File: config.mk
export PLATFORM = sky130hd
export DESIGN_NAME = dds_sweep_ctrl
export DESIGN_NICKNAME = d
export VERILOG_FILES = /design/src/rtl/dds_sweep_ctrl.sv
export SDC_FILE = /design/constraint.sdc
export NUM_CORES = 1
export LEC_CHECK = 0
export ABC_AREA = 1
export ABC_CLOCK_PERIOD_IN_PS = 8200
export CORE_UTILIZATION = 40
export DETAILED_ROUTE_END_ITERATION = 12
export SYNTH_ARGS = -nofsm -noshare
export SYNTH_HDL_FRONTEND = slang
export SYNTH_SLANG_ARGS = --single-unit
File: constraint.sdc
create_clock -name sys_clk -period 8.2 [get_ports sys_clk]
set_input_delay 1.64 -clock sys_clk [delete_from_list [all_inputs] [get_ports sys_clk]]
set_output_delay 1.64 -clock sys_clk [all_outputs]
set_load 0.01 [all_outputs]
File: src/rtl/dds_sweep_ctrl.sv
// dds_sweep_ctrl: sequences a DDS tuning word through single, sawtooth or triangle ramps with dwell.
module dds_sweep_ctrl #(
  parameter int FTW_W   = 32,
  parameter int DWELL_W = 24
) (
  input  logic               sys_clk,
  input  logic               sys_rst,
  input  logic [FTW_W-1:0]   cfg_start_ftw,
  input  logic [FTW_W-1:0]   cfg_stop_ftw,
  input  logic [FTW_W-1:0]   cfg_step_ftw,
  input  logic [DWELL_W-1:0] cfg_dwell,
  input  logic [1:0]         cfg_mode,
  input  logic               start,
  input  logic               abort,
  output logic [FTW_W-1:0]   ftw_out,
  output logic               ftw_vld,
  output logic               phase_clr,
  output logic               busy,
  output logic               done
);
  typedef enum logic {IDLE, DWELL} state_t;
  state_t state, state_n;
  logic dir, dir_n;
  logic [DWELL_W-1:0] cnt, cnt_n, dwell_s, dwell_n, dwell_m1;
  logic [FTW_W-1:0] start_s, start_n, stop_s, stop_n, step_s, step_n, ftw_n, up_c, dn_c;
  logic [1:0] mode_s, mode_n;
  logic vld_n, pclr_n, busy_n, done_n;
  logic [FTW_W:0] up_sum, dn_dif;
  // One extra bit keeps the clamp decisions exact at full scale and below zero.
  always_comb begin
    dwell_m1 = (dwell_s == '0) ? '0 : dwell_s - 1'b1;
    up_sum   = {1'b0, ftw_out} + {1'b0, step_s};
    dn_dif   = {1'b0, ftw_out} - {1'b0, step_s};
    up_c     = (up_sum > {1'b0, stop_s}) ? stop_s : up_sum[FTW_W-1:0];
    dn_c     = (dn_dif[FTW_W] || dn_dif[FTW_W-1:0] < start_s) ? start_s : dn_dif[FTW_W-1:0];
  end
  always_comb begin
    state_n = state;
    dir_n   = dir;
    cnt_n   = cnt;
    ftw_n   = ftw_out;
    busy_n  = busy;
    vld_n   = 1'b0;
    pclr_n  = 1'b0;
    done_n  = 1'b0;
    start_n = start_s;
    stop_n  = stop_s;
    step_n  = step_s;
    dwell_n = dwell_s;
    mode_n  = mode_s;
    if (abort) begin
      state_n = IDLE;
      busy_n  = 1'b0;
      dir_n   = 1'b0;
    end else if (state == IDLE) begin
      if (start) begin
        start_n = cfg_start_ftw;
        stop_n  = cfg_stop_ftw;
        step_n  = cfg_step_ftw;
        dwell_n = cfg_dwell;
        mode_n  = cfg_mode;
        ftw_n   = cfg_start_ftw;
        vld_n   = 1'b1;
        pclr_n  = 1'b1;
        cnt_n   = '0;
        dir_n   = 1'b0;
        if (cfg_step_ftw == '0 || cfg_start_ftw >= cfg_stop_ftw) done_n = 1'b1;
        else begin
          busy_n  = 1'b1;
          state_n = DWELL;
        end
      end
    end else if (cnt != dwell_m1) cnt_n = cnt + 1'b1;
    else begin
      cnt_n = '0;
      vld_n = 1'b1;
      if (!dir) begin
        if (ftw_out != stop_s) ftw_n = up_c;
        else if (mode_s == 2'd1) ftw_n = start_s;
        else if (mode_s == 2'd2) begin
          dir_n = 1'b1;
          ftw_n = dn_c;
        end else begin
          vld_n   = 1'b0;
          done_n  = 1'b1;
          busy_n  = 1'b0;
          state_n = IDLE;
        end
      end else if (ftw_out != start_s) ftw_n = dn_c;
      else begin
        dir_n = 1'b0;
        ftw_n = up_c;
      end
    end
  end
  always_ff @(posedge sys_clk) begin
    if (sys_rst) begin
      state     <= IDLE;
      dir       <= 1'b0;
      cnt       <= '0;
      ftw_out   <= '0;
      ftw_vld   <= 1'b0;
      phase_clr <= 1'b0;
      busy      <= 1'b0;
      done      <= 1'b0;
      start_s   <= '0;
      stop_s    <= '0;
      step_s    <= '0;
      dwell_s   <= '0;
      mode_s    <= '0;
    end else begin
      state     <= state_n;
      dir       <= dir_n;
      cnt       <= cnt_n;
      ftw_out   <= ftw_n;
      ftw_vld   <= vld_n;
      phase_clr <= pclr_n;
      busy      <= busy_n;
      done      <= done_n;
      start_s   <= start_n;
      stop_s    <= stop_n;
      step_s    <= step_n;
      dwell_s   <= dwell_n;
      mode_s    <= mode_n;
    end
  end
endmodule

---- Yosys cells after proc, flatten, opt, wreduce, memory -nomap -nowiden ----
Index checks and enable logic that the tools add are counted.
cells by class
  $add $sub $neg .......................... 4
  multipliers ............................. 0
  div/mod/pow operators ................... 0
  $lt $le $gt $ge ......................... 3
  equal/unequal tests ..................... 12
  shift operators ......................... 0
  multiplexer cells ....................... 48
  bitwise gates (word level) .............. 2
  reduce and logical (&&, ||, !) cells .... 12
operators by type and width
  cell                     number
  $mux W32                 10
  $mux W24                 4
  $ne A32 B32 Y1           2
  $mux W1                  34
  $add A32 B32 Y33         1
  $gt A33 B32 Y1           1
  $sub A32 B32 Y33         1
  $ge A32 B32 Y1           1
  $logic_not A32 Y1        1
  $lt A32 B32 Y1           1
  $add A24 B1 Y24 const B  1
  $logic_not A24 Y1        1
  $ne A24 B24 Y1           1
  $sub A24 B1 Y24 const B  1
  $ne A2 B2 Y1 const B     6
  $reduce_and A7 Y1        1
  $ne A5 B1 Y1 const B     1
  $reduce_and A2 Y1        2
  $reduce_and A4 Y1        1
  $reduce_and A3 Y1        1
  $reduce_or A3 Y1         1
  $eq A2 B1 Y1 const B     1
  $eq A2 B2 Y1 const B     1
  $logic_or A1 B1 Y1       2
  3 further kinds          4
word-level totals
  flip-flop bits (word level) ............. 184
  latch bits .............................. 0
  memory bits (writable) .................. 0
  ROM bits ................................ 0
  input port bits ......................... 126
  output and inout port bits .............. 36
  memories kept ........................... 0

---- Longest topological paths before layout ----
  depth after elaboration ................. 10
  gate-level depth with buffers ........... 33
  depth with buffers taken out ............ 31

---- Worst setup path before layout ----
No wires, ideal clock.
  path kind ............................... register -> register
  start point ............................. register ftw_out[1]
  end point ............................... register ftw_out[0]
  setup time .............................. 0.113 ns
  arrival time ............................ 3.615 ns
  required time ........................... 8.087 ns
  slack ................................... 4.473 ns
  cell stages (with the launch flop) ...... 26
  cells stage by stage .................... dfxtp_1 inv_1 fa_1 nor2_1 nand2_1 nand2_1 nand2_1 nand2_1 nand2_1 nand2_1 a31o_2 xor2_1 inv_1 ha_1 nand2_1 nor2_1 nand4_1 nor4_1 nand4_1 nand2_1 buf_2 nand2_1 nand3_1 nand2_1 nor2_1 nor2_1
on the way
  longest elaborated chain between the ends .. 10
  elaborated cells on any way between the ends .. 18
  those cells by class .................... add/sub (2); order compare (2); eq/ne (3); mux (9); reduce/logical (2)
RTL lines
  element                 RTL line  text
  from (decl)             15        output logic [FTW_W-1:0] ftw_out,
  from (signal assigned)  115       ftw_out <= ftw_n;
  $sub A32 B32 Y33        33        dn_dif = {1'b0, ftw_out} - {1'b0, step_s};
  $lt A32 B32 Y1          35        dn_c = (dn_dif[FTW_W] || dn_dif[FTW_W-1:0] < start_s) ? start_s : dn_dif[FTW_W-1:0];
  $logic_or A1 B1 Y1      35
  $mux W32                35
  $mux W32                80        else if (mode_s == 2'd2) begin
  $mux W32                79        else if (mode_s == 2'd1) ftw_n = start_s;
  $mux W32                78        if (ftw_out != stop_s) ftw_n = up_c;
  $mux W32                77        if (!dir) begin
  $mux W32                73        end else if (cnt != dwell_m1) cnt_n = cnt + 1'b1;
  $mux W32                55        end else if (state == IDLE) begin
Parallel ways exist; a longest one is shown, timed or not. The select of a mux whose other input is x is not followed.
A chain may end at the register's enable or synchronous reset.

---- Final worst setup path ----
  start point ............................. register ftw_out[2]
  end point ............................... register ftw_out[31]
The elaborated chain is that of the path after synthesis.

==> results.yml <==
critical_path:
  worstSetupStartpoint: "ftw_out[2]"
  rr_endpoint: "ftw_out[31]"
  worstSetupPathType: "flop to flop"
  worstRegToRegCells: 25
  crit_arrival_ns: 6.04
  crit_path_start_kind: "flop"
  ff2ff_setup_slack_ns: 2.56
  r2r_start: "ftw_out[2]"
  worstPathRequired_ns: 8.60
  endpoint: "ftw_out[31]"
  crit_path_max_fanout: 25
  crit_path_end_kind: "flop"
timing:
  fin_worst_skew_ns: 0.01335
  rsz0062_at_grt: "no"
  period_share_pct: 68.72
  fmax_ghz: 0.1775
  hold_viol: 0
  hold-worst-slack_ns: 0.4769
  maxSlewHeadroom_pct: 14.95
  period_minus_slack_ns: 5.635
  maxSlewViolCount: 0
  tightest_slew_ns: 1.264
  setup_violations: 0
  setup_tns_ns: 0
placed_design:
  hpwl_mm: 57.50
  gp_congestion: 1.033
  io_buffers: 161
  place_area_um2: 19410
  dp_cells: 3569
layout:
  nFillCells: 4596
  drive_above_1_share_pct: 2.679
  final_common_cell: "nand2_1"
  seqCellArea_um2: 3684
  fin_util_pct: 47.18
  syn_to_final_growth_pct: 15.21
  fin_nets: 3303
  layout_common_cells: "725 x nand2_1, 470 x inv_1, 281 x nor2_1"
  design_area_um2: 20010
  fin_cells: 3601
  antenna_cells: 0
  multi_input_area_um2: 11450
floorplan:
  initial_core_util_pct: 40.95
  fp.coreArea_um2: 42420
  row_count: 75
  chipHeight_um: 210.4
  io_pins: 162
  die_width_um: 210.4
  dieArea_um2: 44260
clocking:
  cts_tree: "built"
  clkSinkCount: 184
  cts-buffers-inserted: 17
  cts_root_buf: "clkbuf_16"
  insertion_delay_ns: 0.52
  htree_levels: 4
  cts_setup_buffers: 0
  hold_buffers: 0
  clk_pin_slew_ns: 0.08
  post_cts_resize_count: 0
  cts_buffer_depth: 2
power:
  p_per_area_nw_per_um2: 186.7
  power.leakage_nw: 10.00
  ir_drop_v: 0.0001349
drt:
  wl_mm: 73.02
  avgRoutedWirePerCell_um: 20.28
  vias_per_cell: 5.434
  first_iter_violations: 1837
  drc: 0
  vias: 19569
  first_pass_iters: 6
  ant_nets: 0
logic_synthesis:
  synthCells: 2923
  ys_ff_latch: 184
  synth_edf_count: 0
  yosysSeqAreaShare_pct: 21.21
  synth.net_count: 3215
  avgSynthCellArea_um2: 5.942
  synth_top_area_cell: "dfxtp_1"
  synth_ff_type: "dfxtp_1"
  yosys.area.top_type_share_pct: 21.21
  synthArstFlopShare_pct: 0
  synth.area.top_cells: "dfxtp_1 21%, nand2_1 16%, ha_1 12%"
  syn_area_um2: 17370
  ys_warn_count: 0
  synth.distinct_cells: 46
global_route:
  grt_max_degree: 109
  overflow: 0
  grt.total_usage_pct: 33.14
  grt_pass1_wl_mm: 110.1
  first_global_vias: 18634
  antenna_found_initial: 1
status:
  outcome: "completed"
hold_path:
  hold_path_class: "flop to flop"
flow_run:
  drv_cap: 0
## worst min path at each step
stage / from / end / slack (ns) / depth (start not counted)
final: step_s[16] / step_s[16] / 0.48 / 2
after global routing: step_s[21] / step_s[21] / 0.51 / 2
after CTS: step_s[16] / step_s[16] / 0.48 / 2
after detailed placement: step_s[16] / step_s[16] / 0.47 / 2
after global placement: step_s[21] / step_s[21] / 0.47 / 2
after floorplan: dwell_s[0] / dwell_s[0] / 0.45 / 2
## metal layers
metal	global-route usage (%)	up-vias	share of wire [%]
met2	52.75	730	44
met3	6.943	136	7.4
met1	42.92	9107	44
li1	-	9596	-
met4	14.99	0	4.1
met5	0	-	0
## critical path, cell delays in order, from the launching register on
cell and delay (ns):
dfxtp_1 0.53, ha_1 0.39, a21oi_1 0.54, nand2_1 0.40
nand2_1 0.15, nand3_1 0.18, nand2_1 0.12, nand2_1 0.18
nand4_1 0.17, nand2_1 0.06, nand2_1 0.05, nand2_1 0.19
ha_1 0.37, nand2_1 0.09, nor4_1 0.49, nor3b_1 0.28
nand2_1 0.08, nand2_1 0.11, nand2_1 0.27, buf_4 0.36
nor2_1 0.14, nor2_1 0.06, nor2_1 0.09, nand2_1 0.06
nor2_1 0.09, nor2_1 0.07
## logic make-up after synthesis
| kind of cell | Yosys count | share of synthesized area, % |
|---|---|---|
| flops | 184 | 21.21 |
| xor+xnor | 87 | 4.387 |
| compound gates | 481 | 14.51 |
| buf+inv | 591 | 13.08 |
| fa+ha+maj | 166 | 12.05 |
| simple gates | 1414 | 34.77 |
## state kept, by name, summed over array words and instances (netlist names)
signal     cells
dir            1
start_s       32
ftw_out       32
phase_clr      1
step_s        32
state          1
busy           1
ftw_vld        1
dwell_s       24
cnt           24
mode_s         2
stop_s        32
done           1
## through the flow
step	worst slack, ns	power [W]
3_5_place_dp	2.789	0.002776
3_3_place_gp	2.763	0.002767
4_1_cts	2.771	0.003706
6_report	2.565	0.003735
5_1_grt	2.260	0.003965
2_1_floorplan	4.473	0.002141
## cell usage after synthesis, drive strengths merged (4+ instances only)
cell type	number
xnor2	15
nand4	91
a211oi	5
nand2	729
a21oi	246
nor4	20
xor2	72
inv	480
o21bai	9
nor2	292
a21o	7
nand3	225
dfxtp	184
nor3	38
nand3b	10
o21ai	192
clkbuf	82
o211ai	5
ha	164
buf	28
o21a	4
## power breakdown
group	internal [W]	switching (W)	total, W	leakage, nW
registers	0.000951	0.0000785	0.00103	1.51
clock network	0.000466	0.000455	0.000921	0.290
logic	0.000566	0.00122	0.00178	8.20
total	0.00198	0.00175	0.00374	10.0
## final cells by class
type	count	share of cell area, %
clock inverter	13	0.7753
tap	577	3.608
inverter	481	9.048
sequential	184	18.41
timing repair buffer	179	8.729
multi-input combinational	2148	57.22
clock buffer	19	2.213
Note: power is estimated with default switching activity, not from simulation.
